## config.mk

```make
export PLATFORM = sky130hd
export DESIGN_NAME = console_uart_tx
export DESIGN_NICKNAME = d
export VERILOG_FILES = /design/src/rtl/console_uart_tx.sv
export SDC_FILE = /design/constraint.sdc
export NUM_CORES = 1
export LEC_CHECK = 0
export ABC_AREA = 1
export BUFFER_PORTS_ARGS = -buffer_cell sky130_fd_sc_hd__buf_2
export CAP_MARGIN = 20
export CORE_UTILIZATION = 55
export DETAILED_ROUTE_END_ITERATION = 10
export PLACE_DENSITY_LB_ADDON = 0.2
export SETUP_SLACK_MARGIN = 0.05
export SLEW_MARGIN = 20
export SYNTH_ARGS = -nofsm -noshare
export SYNTH_HDL_FRONTEND = slang
export SYNTH_SLANG_ARGS = --single-unit
```

## constraint.sdc

```tcl
create_clock -name clk -period 4.3 [get_ports clk]
set_clock_uncertainty 0.15 [all_clocks]
set_input_delay 0.215 -clock clk [delete_from_list [all_inputs] [get_ports clk]]
set_output_delay 0.215 -clock clk [all_outputs]
set_load 0.02 [all_outputs]
```

## src/rtl/console_uart_tx.sv

```systemverilog
// rtl/console_uart_tx.sv - memory-mapped console byte FIFO feeding an 8N1 UART transmitter, with sticky halt flag
module console_uart_tx #(
    parameter int          CLKS_PER_BIT = 4,
    parameter int          FIFO_DEPTH   = 8,
    parameter logic [31:0] CONSOLE_ADDR = 32'h0002_FFF8,
    parameter logic [31:0] HALT_ADDR    = 32'h0002_FFFC
) (
    input  logic        clk,
    input  logic        reset,
    input  logic        req_valid,
    input  logic [31:0] req_addr,
    input  logic [3:0]  req_do_write,
    input  logic [31:0] req_data,
    output logic        uart_tx,
    output logic        tx_busy,
    output logic        halt,
    output logic [7:0]  drop_count
);
    localparam int                PTR_W     = $clog2(FIFO_DEPTH);
    localparam int                CNT_W     = $clog2(CLKS_PER_BIT);
    localparam logic [CNT_W-1:0]  CNT_LAST  = CNT_W'(CLKS_PER_BIT - 1);
    localparam logic [PTR_W:0]    FIFO_FULL = (PTR_W + 1)'(FIFO_DEPTH);

    typedef enum logic [1:0] {IDLE, START, DATA, STOP} state_t;

    state_t           state, state_next;
    logic [CNT_W-1:0] clk_cnt, clk_cnt_next;
    logic [2:0]       bit_idx, bit_idx_next;
    logic [7:0]       shift, shift_next;
    logic             uart_tx_next;

    logic [7:0]       fifo_mem [FIFO_DEPTH];
    logic [PTR_W-1:0] wr_ptr, rd_ptr;
    logic [PTR_W:0]   fifo_count;
    logic             halt_pending;

    logic push, halt_req, pop, push_ok, bit_end, fifo_empty;
    logic unused_data;

    // Only the low byte is a character; the upper bits are deliberately ignored.
    assign unused_data = ^req_data[31:8];

    assign push       = req_valid && (req_addr == CONSOLE_ADDR) && (req_do_write != 4'b0000);
    assign halt_req   = req_valid && (req_addr == HALT_ADDR) && (req_do_write != 4'b0000);
    assign fifo_empty = (fifo_count == '0);
    assign bit_end    = (clk_cnt == CNT_LAST);
    // Pop when idle, or at the last STOP cycle so the next frame follows with no gap.
    assign pop        = !fifo_empty && ((state == IDLE) || ((state == STOP) && bit_end));
    // A full FIFO still accepts a byte when a pop frees a slot on the same edge.
    assign push_ok    = push && ((fifo_count != FIFO_FULL) || pop);
    assign tx_busy    = (state != IDLE) || !fifo_empty;

    // FIFO storage: contents need no reset since pointers define validity.
    always_ff @(posedge clk) begin
        if (push_ok) begin
            fifo_mem[wr_ptr] <= req_data[7:0];
        end
    end

    // FIFO pointers, occupancy and saturating drop counter.
    always_ff @(posedge clk) begin
        if (reset) begin
            wr_ptr     <= '0;
            rd_ptr     <= '0;
            fifo_count <= '0;
            drop_count <= 8'd0;
        end else begin
            if (push_ok) begin
                wr_ptr <= wr_ptr + 1'b1;
            end
            if (pop) begin
                rd_ptr <= rd_ptr + 1'b1;
            end
            case ({push_ok, pop})
                2'b10:   fifo_count <= fifo_count + 1'b1;
                2'b01:   fifo_count <= fifo_count - 1'b1;
                default: fifo_count <= fifo_count;
            endcase
            if (push && !push_ok && (drop_count != 8'hFF)) begin
                drop_count <= drop_count + 8'd1;
            end
        end
    end

    // Transmitter state register.
    always_ff @(posedge clk) begin
        if (reset) begin
            state   <= IDLE;
            clk_cnt <= '0;
            bit_idx <= 3'd0;
            shift   <= 8'd0;
        end else begin
            state   <= state_next;
            clk_cnt <= clk_cnt_next;
            bit_idx <= bit_idx_next;
            shift   <= shift_next;
        end
    end

    // Transmitter next-state: each of START, 8 DATA bits and STOP lasts CLKS_PER_BIT cycles.
    always_comb begin
        state_next   = state;
        clk_cnt_next = clk_cnt;
        bit_idx_next = bit_idx;
        shift_next   = shift;
        case (state)
            IDLE: begin
                if (pop) begin
                    state_next   = START;
                    clk_cnt_next = '0;
                    shift_next   = fifo_mem[rd_ptr];
                end
            end
            START: begin
                if (bit_end) begin
                    state_next   = DATA;
                    clk_cnt_next = '0;
                    bit_idx_next = 3'd0;
                end else begin
                    clk_cnt_next = clk_cnt + 1'b1;
                end
            end
            DATA: begin
                if (bit_end) begin
                    clk_cnt_next = '0;
                    if (bit_idx == 3'd7) begin
                        state_next = STOP;
                    end else begin
                        bit_idx_next = bit_idx + 3'd1;
                        shift_next   = {1'b0, shift[7:1]};
                    end
                end else begin
                    clk_cnt_next = clk_cnt + 1'b1;
                end
            end
            STOP: begin
                if (bit_end) begin
                    clk_cnt_next = '0;
                    if (pop) begin
                        state_next = START;
                        shift_next = fifo_mem[rd_ptr];
                    end else begin
                        state_next = IDLE;
                    end
                end else begin
                    clk_cnt_next = clk_cnt + 1'b1;
                end
            end
            default: state_next = IDLE;
        endcase
    end

    // Line level for the upcoming cycle, derived from where the FSM is heading.
    always_comb begin
        uart_tx_next = 1'b1;
        case (state_next)
            START:   uart_tx_next = 1'b0;
            DATA:    uart_tx_next = shift_next[0];
            default: uart_tx_next = 1'b1;
        endcase
    end

    // Registered serial output keeps the line glitch-free.
    always_ff @(posedge clk) begin
        if (reset) begin
            uart_tx <= 1'b1;
        end else begin
            uart_tx <= uart_tx_next;
        end
    end

    // Halt: latch the request, then assert once all console output has drained.
    always_ff @(posedge clk) begin
        if (reset) begin
            halt_pending <= 1'b0;
            halt         <= 1'b0;
        end else begin
            if (halt_req) begin
                halt_pending <= 1'b1;
            end
            if (halt_pending && fifo_empty && (state == IDLE)) begin
                halt <= 1'b1;
            end
        end
    end
endmodule

```

==> results of run 1 <==
sequential cells by signal (all words and copies together) (netlist names), named ones only:
name,cells
drop_count,8
state,2
uart_tx,1
rd_ptr,3
fifo_count,4
shift,8
wr_ptr,3
halt_pending,1
halt,1
clk_cnt,2
bit_idx,3
fifo_mem,64
layout make-up:
type,count,area (µm²),share of cell area
Clock buffer,9,124,0.0227
Clock inverter,7,53.8,0.00986
Inverter,46,174,0.0319
Multi-Input combinational cell,371,1830,0.336
Sequential cell,103,2700,0.495
Tap cell,105,131,0.0241
Timing Repair Buffer,75,440,0.0807
through the flow:
stage | instances | instance area, µm² | setup slack (ns) | power (mW) | hold slack [ns]
after global routing | 716 | 5460 | 1.04 | 2.87 | 0.0589
final | 716 | 5460 | 1.29 | 2.69 | 0.0563
after detailed placement | 692 | 5200 | 1.33 | 2.13 | 0.311
after CTS | 716 | 5460 | 1.29 | 2.70 | 0.0481
after floorplan | 535 | 4780 | 1.85 | 1.92 | 0.164
after global placement | 692 | 5200 | 1.44 | 2.09 | 0.292
logic make-up after synthesis:
family,share of synthesized area
xor+xnor,0.0110
buf+inv,0.0518
flops,0.565
fa+ha+maj,0.0251
compound gates,0.108
simple gates,0.239
power by group through the flow:
stage / Clock (mW) / Combinational (mW) / Sequential, mW
global route: 0.618 / 1.07 / 1.19
CTS: 0.571 / 0.945 / 1.18
detailed placement: 0 / 0.932 / 1.20
global placement: 0 / 0.896 / 1.20
finish: 0.567 / 0.944 / 1.18
floorplan: 0 / 0.727 / 1.19
how the worst max path moves through the flow:
stage | start | endpoint | slack [ns] | depth (start not counted)
after floorplan | clk_cnt[0]$_SDFFE_PP0P_ | fifo_count[3]$_SDFFE_PP0P_ | 1.85 | 16
after global placement | clk_cnt[0]$_SDFFE_PP0P_ | fifo_count[3]$_SDFFE_PP0P_ | 1.44 | 16
after detailed placement | clk_cnt[0]$_SDFFE_PP0P_ | fifo_count[3]$_SDFFE_PP0P_ | 1.33 | 16
after CTS | clk_cnt[0]$_SDFFE_PP0P_ | fifo_count[3]$_SDFFE_PP0P_ | 1.29 | 16
after global routing | clk_cnt[0]$_SDFFE_PP0P_ | fifo_count[3]$_SDFFE_PP0P_ | 1.04 | 16
final | clk_cnt[0]$_SDFFE_PP0P_ | fifo_count[3]$_SDFFE_PP0P_ | 1.29 | 16
critical path, stage by stage, from the launching register on:
cell      delay (ns)
dfxtp_1         0.37
ha_1            0.27
inv_2           0.12
o21ai_4         0.38
nand2_4         0.18
clkinv_2        0.22
nand2_1         0.15
inv_1           0.11
ha_1            0.26
nand2_1         0.08
nor2_1          0.04
a211oi_1        0.24
nand2_1         0.09
nand2_1         0.09
nand3_1         0.07
nand2_1         0.06
nor2_1          0.05
placed cells by master, fill, tap and decap left out, types with 9 or more instances in the layout:
master    netlist  routed
buf_4           1      10
nor2_1         56      56
nand3_1        37      37
nor3_1         11      11
dfxtp_1        39      39
nand2_1       141     141
a21oi_1        49      49
buf_2           5      57
o21ai_0        13      13
edfxtp_1       64      64
inv_1          42      42
clkbuf_8        0       9
per-layer routing:
| metal | wire (µm) | GRT usage | part of all wire | vias up |
|---|---|---|---|---|
| met1 | 4630 | 0.311 | 0.46 | 1829 |
| met5 | 0 | 0 | 0 | - |
| met4 | 87 | 0.0606 | 0.0086 | 0 |
| li1 | - | - | - | 1952 |
| met2 | 4990 | 0.405 | 0.49 | 95 |
| met3 | 432 | 0.0407 | 0.043 | 10 |
==> run metrics, run 1 <==
Setup Crit Path Kind=reg -> reg; Clock power frac=0.211; Worst Path Max Fanout=12; FMAX=332 MHz; Residual DRC=0; combinational power share=0.351; Seq/Total Area, Yosys=0.565; Initial Utilization=0.576; syn_area_per_cell=8.94 µm²; share of cells above drive strength 1=0.164; clock tree buffer depth=2; cell count after synthesis=535; Warnings, synthesis=0; share of the synthesized area in the top cell type=0.402; pwr/cell area=493 nW/µm²; final design utilization=0.658; RSZ-0062 raised after global routing=false; Site Rows=33; flops & latches, synth=103; Iteration-0 DRC Markers=342; Netlist cell types=40; crit path capture type=register; setup_tns=0 ns; Int Power=1.67 mW; status=finished, final reports clean; Area contributors post-synth=edfxtp_1, dfxtp_1, nand2_1; antenna cells=0; Area Overhead vs Synth=14.1%; IO buf count=57; hold_buf cts=8; # fillers=670; Reg-to-Reg End=fifo_count[3]$_SDFFE_PP0P_; Slew HR=0.336; syn_nets=615; wire per inst=14.2 µm; Async SR Flop Fraction=0; ports placed on the boundary=82; pin count of the biggest net entering global routing=34; hpwl dp=6.91 mm; core area=8300 µm²; 1st-pass router iterations=4; Setup violations, final=0; Setup Buffers After CTS=0; count leader, synth=nand2_1; remaining global-route overflow=0; Die Area=9070 µm²; Tot GR Track Use=0.237; CTS root buffer=clkbuf_8; TritonCTS clock tree=yes; Post-DRT Antenna Nets=0; ys flop type=edfxtp_1; initial antenna violation count=0; Req. time, crit path=4.41 ns; die height=95.2 µm; Via density=5.43; min-delay src=reset; Sw Share=0.380; Slew @ Worst Pin=0.994 ns; R2R cell count=16; clk sinks=103; CP Launch Type=register; worst hold endpoint=halt$_SDFFE_PP0P_; Pleak=2.19 nW; Mapped Area=4780 µm²; share of power burned in registers=0.439; Register-to-Register Setup Slack=1.29 ns; HP Class=in -> reg; Layout Nets=686; WP data arrival=3.12 ns; area leader, netlist=edfxtp_1; Worst-path clk slew=0.10 ns; first-pass GRT wire length=16.1 mm; maxcap violations=0; R2R Path Start=clk_cnt[0]$_SDFFE_PP0P_; Max rail drop VDD=0.312 mV; Post-synth EDFFs=64; detailed-route wire length=10.1 mm; die width=95.2 µm; Final Hold Vio Count=0; depth of the CTS H-tree=3; net switching power=1.02 mW; Hold Crit Depth=2; Tcrit/Tclk final=0.701; GPL Wtd Cong=0.808; min Tclk post-route=3.01 ns; vias=3886; max-slew violations=0; Num CTS Buffers=9; Resized cells post-CTS=0; vias in the first global route=3536; synth cell count leaders=nand2_1, edfxtp_1, nor2_1; worst skew pair latency=0.36 ns
(Power assumes the default switching activity.)
==> run 2, diff against run 1 <==
Settings changed: CORE_UTILIZATION 55 to 51.
Clock period 4.3 ns to 2.6 ns, I/O delays scaled along.
==> run metrics, run 2 (synthesis results as in run 1) <==
Setup Crit Path Kind=reg -> reg; Crit path max-delay family=simple AND/OR/NAND/NOR gates; share of cells above drive strength 1=0.179 (+0.0154); die height=98.8 µm (+3.8%); commonest non-fill, non-tap cells in the layout=nand2_1, edfxtp_1, buf_2, nor2_1, a21oi_1; antenna cells=0 (unchanged); min Tclk post-route=2.31 ns (-0.706 ns); core area=8890 µm² (+7.1%); CP Launch Type=register; detailed-route wire length=10.4 mm (+2.8%); Met1 Wirelength=4.41 mm (-4.8%); Site Rows=34 (+3.0%); CP most frequent cell=nand2_1; maxcap violations=0 (unchanged); Initial Utilization=0.538 (-0.0384); Setup Buffers After CTS=0 (unchanged); Layout Nets=695 (+1.3%); biggest regs=fifo_mem: 64 flops, drop_count: 8 flops, shift: 8 flops; setup_tns=0 ns (unchanged); dpl ws=0.151 ns (-1.18 ns); Slew HR=0.551 (+0.215); Num CTS Buffers=9 (unchanged); Final Hold Vio Count=0 (unchanged); worst skew pair latency=0.37 ns (about the same); GPL Wtd Cong=0.844 (+4.5%); initial antenna violation count=0 (unchanged); Die Area=9770 µm² (+7.7%); IO buf count=57 (unchanged); Crit path buffers/inverters=3 (unchanged); number of flip-flops in the largest register=64 (unchanged); top sig layer=met4; pwr/cell area=822 nW/µm² (+67%); max-slew violations=0 (unchanged); wire per inst=14.3 µm (+1.1%); Most flops, register=fifo_mem; CTS root buffer=clkbuf_8; depth of the CTS H-tree=3 (unchanged); # fillers=754 (+13%); Iteration-0 DRC Markers=200 (-42%); crit path capture type=register; hpwl dp=7.19 mm (+4.0%); HP Class=in -> reg; Tcrit/Tclk final=0.888 (+0.187); WP data arrival=2.43 ns (-0.69 ns); clk sinks=103 (unchanged); placed insts=703 (+1.6%); Worst-path clk slew=0.10 ns (about the same); Total Power=4.56 mW (+70%); FMAX=433 MHz (+31%); vias in the first global route=3705 (+4.8%); Slew @ Worst Pin=0.672 ns (-0.322 ns); TritonCTS clock tree=yes; Post-DRT Antenna Nets=0 (unchanged); RSZ-0062 raised after global routing=false; crit-path cells=ha_4 -> inv_2 -> o21ai_4 -> nand2_4 -> clkinv_2 -> nand2_1 -> inv_1 -> ha_1 -> nand2_1 -> nor2_1 -> a211oi_2 -> nand2_1 -> nand2_1 -> nand3_1 -> nand2_1 -> nor2_1; die width=98.8 µm (+3.8%); clock tree buffer depth=2 (unchanged); Max rail drop VDD=0.519 mV (+66%); fin cells=728 (+1.7%); vias=3884 (-0.051%); first-pass GRT wire length=17.2 mm (+6.8%); status=finished, final reports clean; remaining global-route overflow=0 (unchanged); Tot GR Track Use=0.228 (-0.00852); metal3 WL=688 µm (+59%); Residual DRC=0 (unchanged); 1st-pass router iterations=4 (unchanged); Pleak=2.24 nW (+2.1%); Via density=5.34 (-1.7%); Worst Path Max Fanout=6 (-6); final setup margin=0.292 ns (-0.994 ns); CP peak stage delay=0.39 ns (about the same); most common cell after layout, fill and taps aside=nand2_1; Area Overhead vs Synth=16.1%; ports placed on the boundary=82 (unchanged); Setup violations, final=0 (unchanged); DR WL met2=5.20 mm (+4.3%); Req. time, crit path=2.72 ns (-1.69 ns); pin count of the biggest net entering global routing=33 (-2.9%); crit path max-delay cell type=dfxtp_1
## run 2: per-stage QoR
step	utilization	hold WS [ns]	instance area, µm²
6_report	0.625	0.0470	5550
5_1_grt	0.625	0.0662	5550
3_5_place_dp	0.592	0.253	5260
2_1_floorplan	-	0.0789	4780
3_3_place_gp	0.592	0.246	5260
4_1_cts	0.623	0.0355	5540
## run 2: final cells by class
class,instances,area [µm²],area share
clock buffer,10,128,0.0230
clock inverter,6,53.8,0.00969
inverter,46,174,0.0313
multi-input combinational,371,1850,0.333
sequential,103,2700,0.487
tap,108,135,0.0243
timing repair buffer,84,510,0.0919
## run 2: routing by layer
metal  GRT usage  vias up
met3      0.0468       13
met4      0.0574        0
met2       0.403      116
met1       0.287     1786
li1            -     1969
met5           0        -
## run 2: worst min-delay path: cells and delay by family
kind,cells,cell delay (ns)
and+or+nand+nor,2,0.12
AOI/OAI and AO/OA,1,0.16
buffers and inverters,1,0.11
## run 2: path summary, 6_finish.rpt
kind                                               from                          to  slack, ns  cells after the start
worst min register to register  bit_idx[0]$_SDFFE_PP0P_     bit_idx[0]$_SDFFE_PP0P_       0.32                      1
worst max register to register  clk_cnt[1]$_SDFFE_PP0P_  fifo_count[3]$_SDFFE_PP0P_       0.29                     16
worst max-delay path            clk_cnt[1]$_SDFFE_PP0P_  fifo_count[3]$_SDFFE_PP0P_       0.29                     16
worst min-delay path                        req_addr[2]   halt_pending$_SDFFE_PP0P_       0.05                      4
## run 2: power breakdown
part	internal, mW	switching (mW)
clock network	0.368	0.581
logic	0.616	1.05
registers	1.86	0.0898
total	2.85	1.72
## run 2: what timing repair did
| action | 4_1_cts | 5_1_grt |
|---|---|---|
| endpoints found under the hold margin | 78 | 0 |
| hold buffers | 9 | 0 |
| setup endpoints to repair | 0 | 23 |
| resized for setup | 0 | 4 |
==> run 3, diff against run 2 <==
Settings changed: ABC_AREA 1 to unset, CORE_UTILIZATION 51 to 50.
==> run metrics, run 3 <==
Site Rows=34 (unchanged); Die Area=9500 µm² (-2.8%); Area contributors post-synth=edfxtp_1, dfxtp_1, mux4_2; Hold WS=0.0235 ns (-0.0235 ns); antenna cells=0 (unchanged); pin count of the biggest net entering global routing=39 (+18%); Worst Path Max Fanout=8 (+2); CP Launch Type=register; commonest non-fill, non-tap cells in the layout=edfxtp_1, buf_2, dfxtp_1, nor2_1, buf_4; cell count after synthesis=356 (-33%); synth cell count leaders=edfxtp_1, dfxtp_1, nor2_1; final design utilization=0.628 (+0.00324); flops & latches, synth=103 (unchanged); Setup violations, final=0 (unchanged); Tot GR Track Use=0.193 (-0.0354); GPL Wtd Cong=0.793 (-6.0%); Initial Utilization=0.520 (-0.0180); detailed-route wire length=8.77 mm (-16%); ys flop type=edfxtp_1; most common cell after layout, fill and taps aside=edfxtp_1; Slew @ Worst Pin=0.661 ns (-0.0116 ns); depth of the CTS H-tree=3 (unchanged); Final Hold Vio Count=0 (unchanged); count leader, synth=edfxtp_1; Setup Crit Path Kind=reg -> reg; TritonCTS clock tree=yes; first-pass GRT wire length=14.2 mm (-18%); syn_area_per_cell=12.8 µm² (+43%); biggest regs=fifo_mem: 64 flops, drop_count: 8 flops, shift: 8 flops; Mapped Area=4560 µm² (-4.7%); share of power burned in registers=0.428 (about the same); CTS root buffer=clkbuf_8; Residual DRC=0 (unchanged); net switching power=1.55 mW (-9.5%); Register-to-Register Setup Slack=0.17 ns (-0.12 ns); 1st-pass router iterations=4 (unchanged); vias in the first global route=2957 (-20%); Max rail drop VDD=0.590 mV (+13%); wire per inst=15.7 µm (+10%); max-slew violations=0 (unchanged); clk sinks=103 (unchanged); Iteration-0 DRC Markers=113 (-44%); IO buf count=57 (unchanged); pwr/cell area=850 nW/µm² (+3.4%); area leader, netlist=edfxtp_1; Tcrit/Tclk final=0.935 (+0.0469); Layout Nets=524 (-25%); vias=3121 (-20%); fin cells=557 (-23%); Most flops, register=fifo_mem; die width=97.5 µm (-1.4%); remaining global-route overflow=0 (unchanged); Warnings, synthesis=0 (unchanged); HP Class=in -> reg; Post-synth EDFFs=64 (unchanged); maxcap violations=0 (unchanged); clock tree buffer depth=2 (unchanged); Final Cell Area=5500 µm² (-0.92%); initial antenna violation count=0 (unchanged); share of cells above drive strength 1=0.327 (+0.148); crit path capture type=register; status=finished, final reports clean; worst skew pair latency=0.37 ns (about the same); hpwl dp=6.22 mm (-13%); Num CTS Buffers=9 (unchanged); Via density=5.60 (+5.0%); Post-DRT Antenna Nets=0 (unchanged); Async SR Flop Fraction=0 (unchanged); min Tclk post-route=2.43 ns (+0.122 ns); Area Overhead vs Synth=20.8%; RSZ-0062 raised after global routing=false; Req. time, crit path=2.53 ns (-0.19 ns); Seq/Total Area, Yosys=0.593 (+0.0281); combinational power share=0.345 (-0.020); core area=8760 µm² (-1.4%); die height=97.5 µm (-1.4%); Sw Share=0.333 (-0.0439); Int Power=3.12 mW (+9.6%); placed insts=531 (-24%); Worst-path clk slew=0.10 ns (about the same); ports placed on the boundary=82 (unchanged); syn_nets=436 (-29%); Area after DPL=5150 µm² (-2.1%); Netlist cell types=50 (+25%); Pleak=1.98 nW (-12%); Clock power frac=0.227 (+0.019); WP data arrival=2.36 ns (-0.07 ns); share of the synthesized area in the top cell type=0.422 (+0.0200); FMAX=412 MHz (-5.0%); Slew HR=0.559 (+0.00762); number of flip-flops in the largest register=64 (unchanged)
==> run 3: cell types whose count changed after synthesis, moves of 8 or more <==
cell	before	now
mux4_2	0	16
a21oi_1	49	21
nand2b_1	0	9
inv_1	42	12
nand3_1	37	9
nand2_1	141	15
mux2i_1	0	11
o22ai_1	0	8
nor2_1	56	37
==> run 3: critical path, stage by stage, from the launching register on <==
cell     delay, ns
dfxtp_1       0.33
or2_1         0.31
nand4_1       0.19
or4b_1        0.53
or2_1         0.29
nor2_1        0.12
buf_4         0.21
==> run 3: per-layer routing <==
layer | global-route usage | share of wire | up-vias
met5 | 0 | 0 | -
met4 | 0.0532 | 0.011 | 0
met3 | 0.0424 | 0.029 | 8
met2 | 0.332 | 0.52 | 52
met1 | 0.245 | 0.44 | 1529
li1 | - | - | 1532
==> run 3: cell families after synthesis <==
| logic type | Yosys count | share of synthesized area |
|---|---|---|
| xor+xnor | 5 | 0.00961 |
| simple gates | 111 | 0.131 |
| buf+inv | 30 | 0.0264 |
| mux | 35 | 0.126 |
| flops | 103 | 0.593 |
| compound gates | 63 | 0.0876 |
| fa+ha+maj | 9 | 0.0264 |
==> run 3: stage by stage <==
step	setup slack (ns)	power, mW	setup TNS, ns
floorplan	-0.0426	3.19	-1.13
global placement	0.0840	3.53	0
detailed placement	-0.0273	3.57	-0.0273
global route	0.0522	4.94	0
CTS	0.104	4.63	0
finish	0.170	4.67	0
==> run 3: worst paths after layout <==
check                           from                        end  depth (start not counted)
min                     req_addr[28]  halt_pending$_SDFFE_PP0P_                          6
min reg2reg  clk_cnt[1]$_SDFFE_PP0P_    clk_cnt[1]$_SDFFE_PP0P_                          2
max              state[1]$_SDFF_PP0_   fifo_mem[5][5]$_DFFE_PP_                          6
max reg2reg      state[1]$_SDFF_PP0_   fifo_mem[5][5]$_DFFE_PP_                          6
==> run 3: layout make-up <==
type                    count  area [µm²]
inverters                  12        45.0
flip-flops and latches    103        2700
repair buffers             95         598
fillers                   700        3260
multi-input cells         223        1810
clock buffers              10         128
well taps                 108         135
clock inverters             6        81.3
==> run 3: power by group through the flow <==
stage	sequential, mW	combinational, mW	clock (mW)
after floorplan	1.99	1.20	0
after global placement	2.03	1.50	0
after detailed placement	2.03	1.53	0
after CTS	2.00	1.55	1.09
after global routing	2.02	1.78	1.14
final	2.00	1.61	1.06
==> run 3: what timing repair did <==
item	CTS	global route
setup endpoints to repair	0	35
resized for setup	0	8
buffers inserted	0	1
hold buffers	10	0
endpoints found under the hold margin	66	0
